`config.mk`:
```
export PLATFORM = sky130hd
export DESIGN_NAME = spi_if_buf
export DESIGN_NICKNAME = d
export VERILOG_FILES = /design/src/rtl/spi_pkg.sv /design/src/rtl/spi_sync_fifo.sv /design/src/rtl/spi_if_buf.sv
export SDC_FILE = /design/constraint.sdc
export NUM_CORES = 1
export LEC_CHECK = 0
export CAP_MARGIN = 20
export CORE_UTILIZATION = 50
export CTS_CLUSTER_SIZE = 40
export DETAILED_ROUTE_END_ITERATION = 12
export GPL_ROUTABILITY_DRIVEN = 0
export GPL_TIMING_DRIVEN = 0
export PLACE_DENSITY = 0.75
export SYNTH_ARGS = -nofsm -noshare
export SYNTH_HDL_FRONTEND = slang
export SYNTH_SLANG_ARGS = --single-unit
```
`constraint.sdc`:
```
create_clock -name clk -period 3.7 [get_ports clk]
set_input_delay 0.555 -clock clk [delete_from_list [all_inputs] [get_ports clk]]
set_output_delay 0.555 -clock clk [all_outputs]
set_load 0.1 [all_outputs]
```
`src/rtl/spi_pkg.sv`:
```
// Shared types and default depths for the SPI interface buffer.
package spi_pkg;

    localparam int WD_DEPTH_DEF = 8;
    localparam int RI_DEPTH_DEF = 4;
    localparam int RD_DEPTH_DEF = 8;
    localparam int SLV_SEL_W    = 8;

    typedef enum logic [1:0] {
        ST_IDLE = 2'd0,
        ST_RUN  = 2'd1,
        ST_FIN  = 2'd2
    } t_ctl_state;

    typedef struct packed {
        logic [31:0]          rwdata;
        logic [1:0]           wd_len;
        logic                 wd_lst;
        logic                 wd_empty;
        logic [1:0]           rd_len;
        logic                 rd_lst;
        logic                 rd_inf_empty;
        logic                 rd_rdy;
        logic                 strt;
        logic [SLV_SEL_W-1:0] slv_sel;
        logic                 rdata_en;
    } t_spi_if_ro;

    typedef struct packed {
        logic        wd_r;
        logic        rd_inf_r;
        logic        rd_ind;
        logic [31:0] rdata;
        logic        done;
        logic        wdat_timeout;
        logic        rd_inf_timeout;
        logic        rdat_timeout;
    } t_spi_if_ri;

    // Sticky status update: a set event in the clearing cycle survives the clear.
    function automatic logic [5:0] sts_update(input logic [5:0] cur,
                                              input logic [5:0] set,
                                              input logic       clr);
        return clr ? set : (cur | set);
    endfunction

endpackage

```
`src/rtl/spi_sync_fifo.sv`:
```
// Single-clock show-ahead FIFO; the head entry is visible whenever the FIFO is non-empty.
module spi_sync_fifo #(
    parameter int WIDTH = 32,
    parameter int DEPTH = 8
) (
    input  logic                     clk,
    input  logic                     rst_n,
    input  logic                     flush,
    input  logic                     push,
    input  logic [WIDTH-1:0]         push_data,
    input  logic                     pop,
    output logic [WIDTH-1:0]         head,
    output logic                     full,
    output logic                     empty,
    output logic [$clog2(DEPTH):0]   count,
    output logic                     ovf
);

    localparam int AW = $clog2(DEPTH);
    localparam int CW = AW + 1;

    logic [WIDTH-1:0] mem [DEPTH];
    logic [AW-1:0]    wr_ptr;
    logic [AW-1:0]    rd_ptr;
    logic [CW-1:0]    cnt;
    logic             push_ok;
    logic             pop_ok;

    assign empty   = (cnt == '0);
    assign full    = (cnt == CW'(DEPTH));
    assign pop_ok  = pop & ~empty;
    // A pop in the same cycle frees the slot, so a push to a full FIFO still lands.
    assign push_ok = push & (~full | pop_ok);
    assign ovf     = push & ~push_ok;
    assign head    = mem[rd_ptr];
    assign count   = cnt;

    always_ff @(posedge clk or negedge rst_n) begin
        if (!rst_n) begin
            wr_ptr <= '0;
            rd_ptr <= '0;
            cnt    <= '0;
        end else if (flush) begin
            wr_ptr <= '0;
            rd_ptr <= '0;
            cnt    <= '0;
        end else begin
            if (push_ok) wr_ptr <= wr_ptr + 1'b1;
            if (pop_ok)  rd_ptr <= rd_ptr + 1'b1;
            case ({push_ok, pop_ok})
                2'b10:   cnt <= cnt + 1'b1;
                2'b01:   cnt <= cnt - 1'b1;
                default: cnt <= cnt;
            endcase
        end
    end

    always_ff @(posedge clk) begin
        if (push_ok) mem[wr_ptr] <= push_data;
    end

endmodule

```
`src/rtl/spi_if_buf.sv`:
```
// Host-side buffering for an SPI controller: write-data, read-info and read-data FIFOs
// plus a start/done handshake FSM and sticky status.
module spi_if_buf
    import spi_pkg::*;
#(
    parameter int WD_DEPTH = WD_DEPTH_DEF,
    parameter int RI_DEPTH = RI_DEPTH_DEF,
    parameter int RD_DEPTH = RD_DEPTH_DEF,
    parameter int SLV_NUM  = 1
) (
    input  logic                       clk,
    input  logic                       rst_n,
    input  logic                       wd_push,
    input  logic [31:0]                wd_data,
    input  logic [1:0]                 wd_len,
    input  logic                       wd_lst,
    input  logic                       ri_push,
    input  logic [1:0]                 ri_len,
    input  logic                       ri_lst,
    input  logic                       rd_pop,
    output logic [31:0]                rd_data,
    output logic                       rd_vld,
    input  logic                       go,
    input  logic [$clog2(SLV_NUM):0]   go_sel,
    input  logic                       go_rden,
    input  logic                       flush,
    input  logic                       clr,
    output logic                       busy,
    output logic [5:0]                 sts,
    output t_spi_if_ro                 spi_ifi_ro,
    input  t_spi_if_ri                 spi_ifi_ri
);

    t_ctl_state           state;
    t_ctl_state           state_nxt;
    logic                 strt;
    logic [SLV_SEL_W-1:0] slv_sel;
    logic                 rdata_en;
    logic                 fifo_flush;

    logic [34:0]          wd_head;
    logic                 wd_full, wd_empty, wd_ovf;
    logic [$clog2(WD_DEPTH):0] wd_cnt;
    logic [2:0]           ri_head;
    logic                 ri_full, ri_empty, ri_ovf;
    logic [$clog2(RI_DEPTH):0] ri_cnt;
    logic [31:0]          rd_head;
    logic                 rd_full, rd_empty, rd_ovf;
    logic [$clog2(RD_DEPTH):0] rd_cnt;
    logic [5:0]           sts_set;
    logic                 unused_fifo_state;

    assign fifo_flush = flush & ~busy;

    spi_sync_fifo #(.WIDTH(35), .DEPTH(WD_DEPTH)) u_wd_fifo (
        .clk(clk), .rst_n(rst_n), .flush(fifo_flush),
        .push(wd_push), .push_data({wd_data, wd_len, wd_lst}),
        .pop(spi_ifi_ri.wd_r), .head(wd_head),
        .full(wd_full), .empty(wd_empty), .count(wd_cnt), .ovf(wd_ovf)
    );

    spi_sync_fifo #(.WIDTH(3), .DEPTH(RI_DEPTH)) u_ri_fifo (
        .clk(clk), .rst_n(rst_n), .flush(fifo_flush),
        .push(ri_push), .push_data({ri_len, ri_lst}),
        .pop(spi_ifi_ri.rd_inf_r), .head(ri_head),
        .full(ri_full), .empty(ri_empty), .count(ri_cnt), .ovf(ri_ovf)
    );

    spi_sync_fifo #(.WIDTH(32), .DEPTH(RD_DEPTH)) u_rd_fifo (
        .clk(clk), .rst_n(rst_n), .flush(fifo_flush),
        .push(spi_ifi_ri.rd_ind), .push_data(spi_ifi_ri.rdata),
        .pop(rd_pop), .head(rd_head),
        .full(rd_full), .empty(rd_empty), .count(rd_cnt), .ovf(rd_ovf)
    );

    assign unused_fifo_state = ^{wd_full, ri_full, wd_cnt, ri_cnt, rd_cnt};

    always_ff @(posedge clk or negedge rst_n) begin
        if (!rst_n) state <= ST_IDLE;
        else        state <= state_nxt;
    end

    always_comb begin
        state_nxt = state;
        case (state)
            ST_IDLE: if (go)              state_nxt = ST_RUN;
            ST_RUN:  if (spi_ifi_ri.done) state_nxt = ST_FIN;
            ST_FIN:                       state_nxt = ST_IDLE;
            default:                      state_nxt = ST_IDLE;
        endcase
    end

    always_comb begin
        strt = (state == ST_RUN);
        busy = (state != ST_IDLE);
    end

    // Selection is captured only on an accepted go, so a go during busy leaves it untouched.
    always_ff @(posedge clk or negedge rst_n) begin
        if (!rst_n) begin
            slv_sel  <= '0;
            rdata_en <= 1'b0;
        end else if (state == ST_IDLE && go) begin
            slv_sel  <= SLV_SEL_W'(go_sel);
            rdata_en <= go_rden;
        end
    end

    assign sts_set = {(state == ST_RUN) & spi_ifi_ri.done,
                      spi_ifi_ri.wdat_timeout,
                      spi_ifi_ri.rd_inf_timeout,
                      spi_ifi_ri.rdat_timeout,
                      wd_ovf | ri_ovf | rd_ovf,
                      rd_pop & rd_empty};

    always_ff @(posedge clk or negedge rst_n) begin
        if (!rst_n) sts <= '0;
        else        sts <= sts_update(sts, sts_set, clr);
    end

    assign rd_data = rd_head;
    assign rd_vld  = ~rd_empty;

    assign spi_ifi_ro = '{
        rwdata:       wd_head[34:3],
        wd_len:       wd_head[2:1],
        wd_lst:       wd_head[0],
        wd_empty:     wd_empty,
        rd_len:       ri_head[2:1],
        rd_lst:       ri_head[0],
        rd_inf_empty: ri_empty,
        rd_rdy:       rd_full,
        strt:         strt,
        slv_sel:      slv_sel,
        rdata_en:     rdata_en
    };

endmodule

```
==> results.toml, run 1 <==
[run_status]
status = "finished, final reports clean"

[floorplanning]
io_pins = 178
dieArea_sq_um = 47000
core_area_sq_um = 45400
die_y_um = 217
rows = 78
start_util = 0.508
die_w_um = 217

[logic_synthesis]
syn_inst = 1042
synth_common_cells = "edfxtp_1 (548), mux4_2 (109), mux2_2 (69)"
synthDistinctLibCells = 50
ys_async_sr_fraction = 0.0632
synth-main-ff-cell = "edfxtp_1"
synth_fa_ha_area_frac = 0.00912
synthTopCellsByArea = "edfxtp_1 (71%), mux4_2 (11%), dfrtp_1 (4.0%)"
yosysWarningCount = 0
syn_area_sq_um = 23100
ys_ff_latch = 585
synth-edff-count = 548
synthSimpleGateAreaFrac = 0.0196
synth_compound_area_frac = 0.0151
synth_top_family_by_area = "multiplexers"
syn_avg_cell_area_sq_um = 22.1
synth_top_area_frac = 0.714
ys_seq_area_frac = 0.754
synth.most_common_cell = "edfxtp_1"
synth_xor_area_frac = 0.00646
synth_top_area_cell = "edfxtp_1"
muxShareOfSynthArea = 0.176

[cts]
cts_tree = "yes"
cts.sinks = 585
clk_pin_slew_ns = 0.06
cts_buffer_depth = 3
insertion_delay_ns = 0.62
cts_htree_levels = 2
cts_buffers = 58
hold_buffers = 0
cts_root_buf = "clkbuf_16"

[timing]
setup_violations = 0
clock_skew_ns = 0.0324
setup_ws_ns = 0.137
worst_pin_slew_ns = 1.03
fin_crit_ns = 3.56
slew_viol_final = 0
max_freq_ghz = 0.281
relSlewSlack = 0.317
finalHoldViolCount = 0
period_share = 0.963
grt_setup_unrepaired = "false"

[critical_path]
crit_end = "spi_ifi_ro[48]"
rr_startpoint = "u_wd_fifo.count[0]"
path_class = "register to output port"
slowest_delay_ns = 0.60
crit_path_start = "u_wd_fifo.rd_ptr[1]"
path_cells = "buf_2, clkbuf_1, mux4_2, mux2_2, clkdlybuf4s15_2"
critPathSlowestCell = "clkbuf_1"
r2r_cells = 8
r2r-end = "u_wd_fifo.mem[0][14]"
cp_max_fo = 10
crit_path_end_kind = "output port"
start_kind = "register"
arrival_ns = 3.01
reg2reg_setup_slack_ns = 1.02
cp.required_ns = 3.14

[pwr]
leakagePower_nw = 9.19
vdd_ir_drop_max_uv = 863
power_density_nw_per_um2 = 882

[final_layout]
drive_gt1_frac = 0.299
multi_input_area_sq_um = 5370
areaGrowthSynthToFinish_pct = 20.7
final_cell_count_no_fill = 1938
fin_area_sq_um = 27800
n_fill_cell = 3109
post-route-util = 0.613
final_nets = 1397
seq_area_sq_um = 17400

[grt]
grt_use_total = 0.201
grt_pass1_vias = 11741
antenna_found_initial = 4
grt_pass1_wl_um = 70300
grt_max_degree = 38
gr-total-overflow = 0

[route]
wirelength_um = 46100
initialDrtViolationCount = 835
firstDrtPassIters = 5
drcViolationCount = 0
wl_per_cell_um = 23.8
via_per_inst = 5.68
antenna_left = 0
vias = 11004

[place]
placement.io_buffers = 166
dp_hpwl_um = 29100
dpl-instance-area_sq_um = 26100
dp_slack_ns = 0.0658
post-place-cells = 1835

[flow_run]
cap_violations = 0

[hold_path]
min_path_type = "input pin to asynchronous set/reset pin"
==> power by group <==
part / internal, mW / switching [mW] / total, mW
Combinational: 3.28 / 7.46 / 10.7
Sequential: 8.09 / 0.332 / 8.42
Clock: 2.99 / 2.40 / 5.39
==> repair_timing <==
action | 4_1_cts | 5_1_grt
resized for setup | 151 | 35
endpoints found under the setup margin | 67 | 19
cloned | 0 | 0
buffers inserted | 0 | 0
==> layer usage <==
layer | track usage | up-vias | routed length (um)
li1 | - | 4832 | -
met1 | 0.257 | 5774 | 18300
met2 | 0.350 | 326 | 24000
met3 | 0.0397 | 68 | 2780
met4 | 0.0596 | 4 | 944
met5 | 0 | - | 31
==> flip-flops by register name, indices dropped and copies added, names as in the netlist <==
signal,cells
u_ri_fifo.wr_ptr,2
u_rd_fifo.mem,256
u_rd_fifo.rd_ptr,3
state,2
sts,6
u_rd_fifo.count,4
u_wd_fifo.rd_ptr,3
u_wd_fifo.count,4
u_ri_fifo.count,3
rdata_en,1
u_ri_fifo.rd_ptr,2
slv_sel,1
u_wd_fifo.mem,280
u_rd_fifo.wr_ptr,3
u_ri_fifo.mem,12
u_wd_fifo.wr_ptr,3
==> layout make-up <==
cell class,count,area share
inverters,10,0.00135
well taps,600,0.0270
repair buffers,187,0.0750
clock inverters,31,0.00841
plain buffers,62,0.0157
clock buffers,70,0.0546
flip-flops and latches,585,0.625
multi-input cells,391,0.193
diodes,2,0.000180
==> worst min-delay path by stage <==
stage	startpoint	end	slack, ns	cells past startpoint
6_report	rst_n	slv_sel[0]	0.06	1
3_3_place_gp	state[1]	state[0]	0.44	1
5_1_grt	rst_n	u_wd_fifo.wr_ptr[1]	0.12	1
2_1_floorplan	rst_n	rdata_en	0.26	0
4_1_cts	rst_n	u_wd_fifo.wr_ptr[1]	0.06	1
3_5_place_dp	state[1]	state[0]	0.45	1
==> worst max-delay path, delay by kind of cell (launching register included) <==
kind,cells,cell delay [ns]
flip-flops,1,0.37
buffers and inverters,3,1.32
multiplexers,2,0.72
==> logic make-up after synthesis <==
kind of cell,after synthesis
mux,214
compound gates,46
buf+inv,72
flops,585
other cells,1
fa+ha+maj,15
simple gates,92
xor+xnor,17
==> cell usage in the layout (no fill, tap or decap), types with 10 or more instances in the layout <==
cell type	n
mux4_2	109
dlygate4sd2_1	14
nor2_1	32
clkbuf_16	59
ha_1	12
dfrtp_1	37
clkinv_2	11
mux4_1	28
clkbuf_2	22
inv_1	10
buf_4	12
clkdlybuf4s50_1	97
clkinv_1	11
clkdlybuf4s15_2	37
xor2_1	10
mux2_2	69
clkbuf_1	24
edfxtp_1	548
buf_2	14
nor2_4	12
buf_12	12
==> through the flow <==
step	total power, mW	setup TNS, ns	hold WS, ns
3_5_place_dp	19.7	0	0.449
5_1_grt	25.4	0	0.124
3_3_place_gp	19.3	-605.29	0.440
2_1_floorplan	16.9	0	0.259
4_1_cts	24.8	-1.04	0.0568
6_report	24.5	0	0.0622
Note: power is estimated with default switching activity, not from simulation.
==> run 2, diff against run 1 <==
--- a/config.mk
+++ b/config.mk
@@ -12,6 +12,7 @@
 export GPL_ROUTABILITY_DRIVEN = 0
 export GPL_TIMING_DRIVEN = 0
 export PLACE_DENSITY = 0.75
+export SKIP_LAST_GASP = 1
 export SYNTH_ARGS = -nofsm -noshare
 export SYNTH_HDL_FRONTEND = slang
 export SYNTH_SLANG_ARGS = --single-unit
==> results of run 2 <==
Final layout, timing and power as in run 1 (identical DEF).
==> run 3, diff against run 2 <==
==> constraint.sdc (replaced) <==
create_clock -name clk -period 3.7 [get_ports clk]
set_input_delay 0.555 -clock clk [delete_from_list [all_inputs] [get_ports clk]]
set_output_delay 0.555 -clock clk [all_outputs]
set_load 0.05 [all_outputs]
==> run 3 against run 2 <==
Against the previous run: sequential power about the same; wire length increased by 0.45%; flip-flop and latch count unchanged; non-clock buffer count decreased by 1; maximum frequency decreased by 0.63%; critical endpoint is now spi_ifi_ro[30]; largest cell class unchanged; largest power group unchanged; highest routed layer unchanged.
==> results.toml, run 3 (synthesis results as in run 1) <==
[run_status]
status = "finished, final reports clean"

[place]
placement.io_buffers = 166
dpl-instance-area_sq_um = 26100
dp_hpwl_um = 29100
post-place-cells = 1835

[final_layout]
multi_input_area_sq_um = 5370
regMostFlops = "u_wd_fifo.mem"
drive_gt1_frac = 0.264
largest_register_ffs = 280
mostFrequentLayoutCells = "edfxtp_1 (548), clkdlybuf4s50_1 (140), mux4_2 (109)"
reg.largest.list = "u_wd_fifo.mem: 280 flops, u_rd_fifo.mem: 256 flops, u_ri_fifo.mem: 12 flops"
fin_area_sq_um = 27900
n_fill_cell = 3101
layout.cells.most_common = "edfxtp_1"
final_cell_count_no_fill = 1937
final_nets = 1396
areaGrowthSynthToFinish_pct = 21.0
seq_area_sq_um = 17400

[critical_path]
cp.required_ns = 3.14
path_class = "register to output port"
rr_startpoint = "u_wd_fifo.count[0]"
crit_path_start = "u_wd_fifo.rd_ptr[2]"
crit_path_end_kind = "output port"
start_kind = "register"
arrival_ns = 3.03
cp_max_fo = 10

[floorplanning]
core_area_sq_um = 45400
die_y_um = 217
rows = 78
start_util = 0.508
dieArea_sq_um = 47000
die_w_um = 217
io_pins = 178

[grt]
grt_pass1_wl_um = 70300
grt_use_total = 0.201
grt_pass1_vias = 11749
antenna_found_initial = 4
grt_max_degree = 38
gr-total-overflow = 0

[cts]
cts_tree = "yes"
cts_buffers = 58
cts.sinks = 585
clk_pin_slew_ns = 0.06
cts_buffer_depth = 3
hold_buffers = 0
cts_root_buf = "clkbuf_16"
insertion_delay_ns = 0.62
cts_htree_levels = 2
post_cts.repair.setup_buffers = 0

[timing]
relSlewSlack = 0.386
slew_viol_final = 0
finalHoldViolCount = 0
clock_skew_ns = 0.0354
setup_violations = 0
worst_pin_slew_ns = 0.919
whs_ns = 0.0671
max_freq_ghz = 0.279
grt_setup_unrepaired = "false"
fin_crit_ns = 3.59
period_share = 0.969

[pwr]
leakagePower_nw = 9.33
vdd_ir_drop_max_uv = 696
power_density_nw_per_um2 = 802
power_mw = 22.4

[flow_run]
cap_violations = 0

[hold_path]
min_path_type = "input pin to asynchronous set/reset pin"

[route]
wl_per_cell_um = 23.9
antenna_left = 0
drcViolationCount = 0
vias = 11004
via_per_inst = 5.68
wirelength_um = 46300
initialDrtViolationCount = 883
firstDrtPassIters = 4
run 3: per-stage QoR:
stage	worst slack [ns]	util	TNS (ns)
3_5_place_dp	0.388	0.575	0
2_1_floorplan	0.544	-	0
4_1_cts	-0.00478	0.614	-0.00478
6_report	0.114	0.615	0
5_1_grt	0.00256	0.615	0
3_3_place_gp	-1.51	0.562	-605.29
run 3: final timing paths:
check                                        to  slack [ns]  cells past startpoint
max in group asynchronous   u_wd_fifo.rd_ptr[1]        3.08                      1
min in group clk                         sts[1]        0.39                      3
max                              spi_ifi_ro[30]        0.11                      3
max reg2reg                u_wd_fifo.mem[0][14]        1.02                      8
min                                  slv_sel[0]        0.07                      1
min reg2reg                            state[0]        0.45                      1
run 3: cell type report:
cell class,instances,area share
Buffer,61,0.0157
Sequential cell,585,0.623
Multi-Input combinational cell,391,0.192
Timing Repair Buffer,187,0.0777
Antenna cell,2,0.000179
Tap cell,600,0.0269
Clock buffer,70,0.0544
Clock inverter,31,0.00839
Inverter,10,0.00135
run 3: layer usage:
metal  track usage  up-vias  wire length, um
met5             0        -               30
met4        0.0589        4              946
met3        0.0418       68             2660
met2         0.351      291            24100
met1         0.255     5807            18600
li1              -     4834                -
run 3: repair_timing:
item | CTS | global route
endpoints found under the hold margin | 0 | 0
endpoints found under the setup margin | 64 | 29
resized for setup | 19 | 24
gates cloned | 0 | 0
run 3: critical path: stages, from the launching register on:
cell and delay, ns:
dfrtp_1 0.69, clkbuf_1 0.60, mux2_2 0.42, clkdlybuf4s50_1 0.70
run 3: where the power goes:
part | total [mW] | internal [mW] | leakage [nW] | switching, mW
registers | 8.44 | 8.09 | 5.44 | 0.352
logic | 8.54 | 3.54 | 3.04 | 5.00
clock network | 5.39 | 2.99 | 0.847 | 2.40
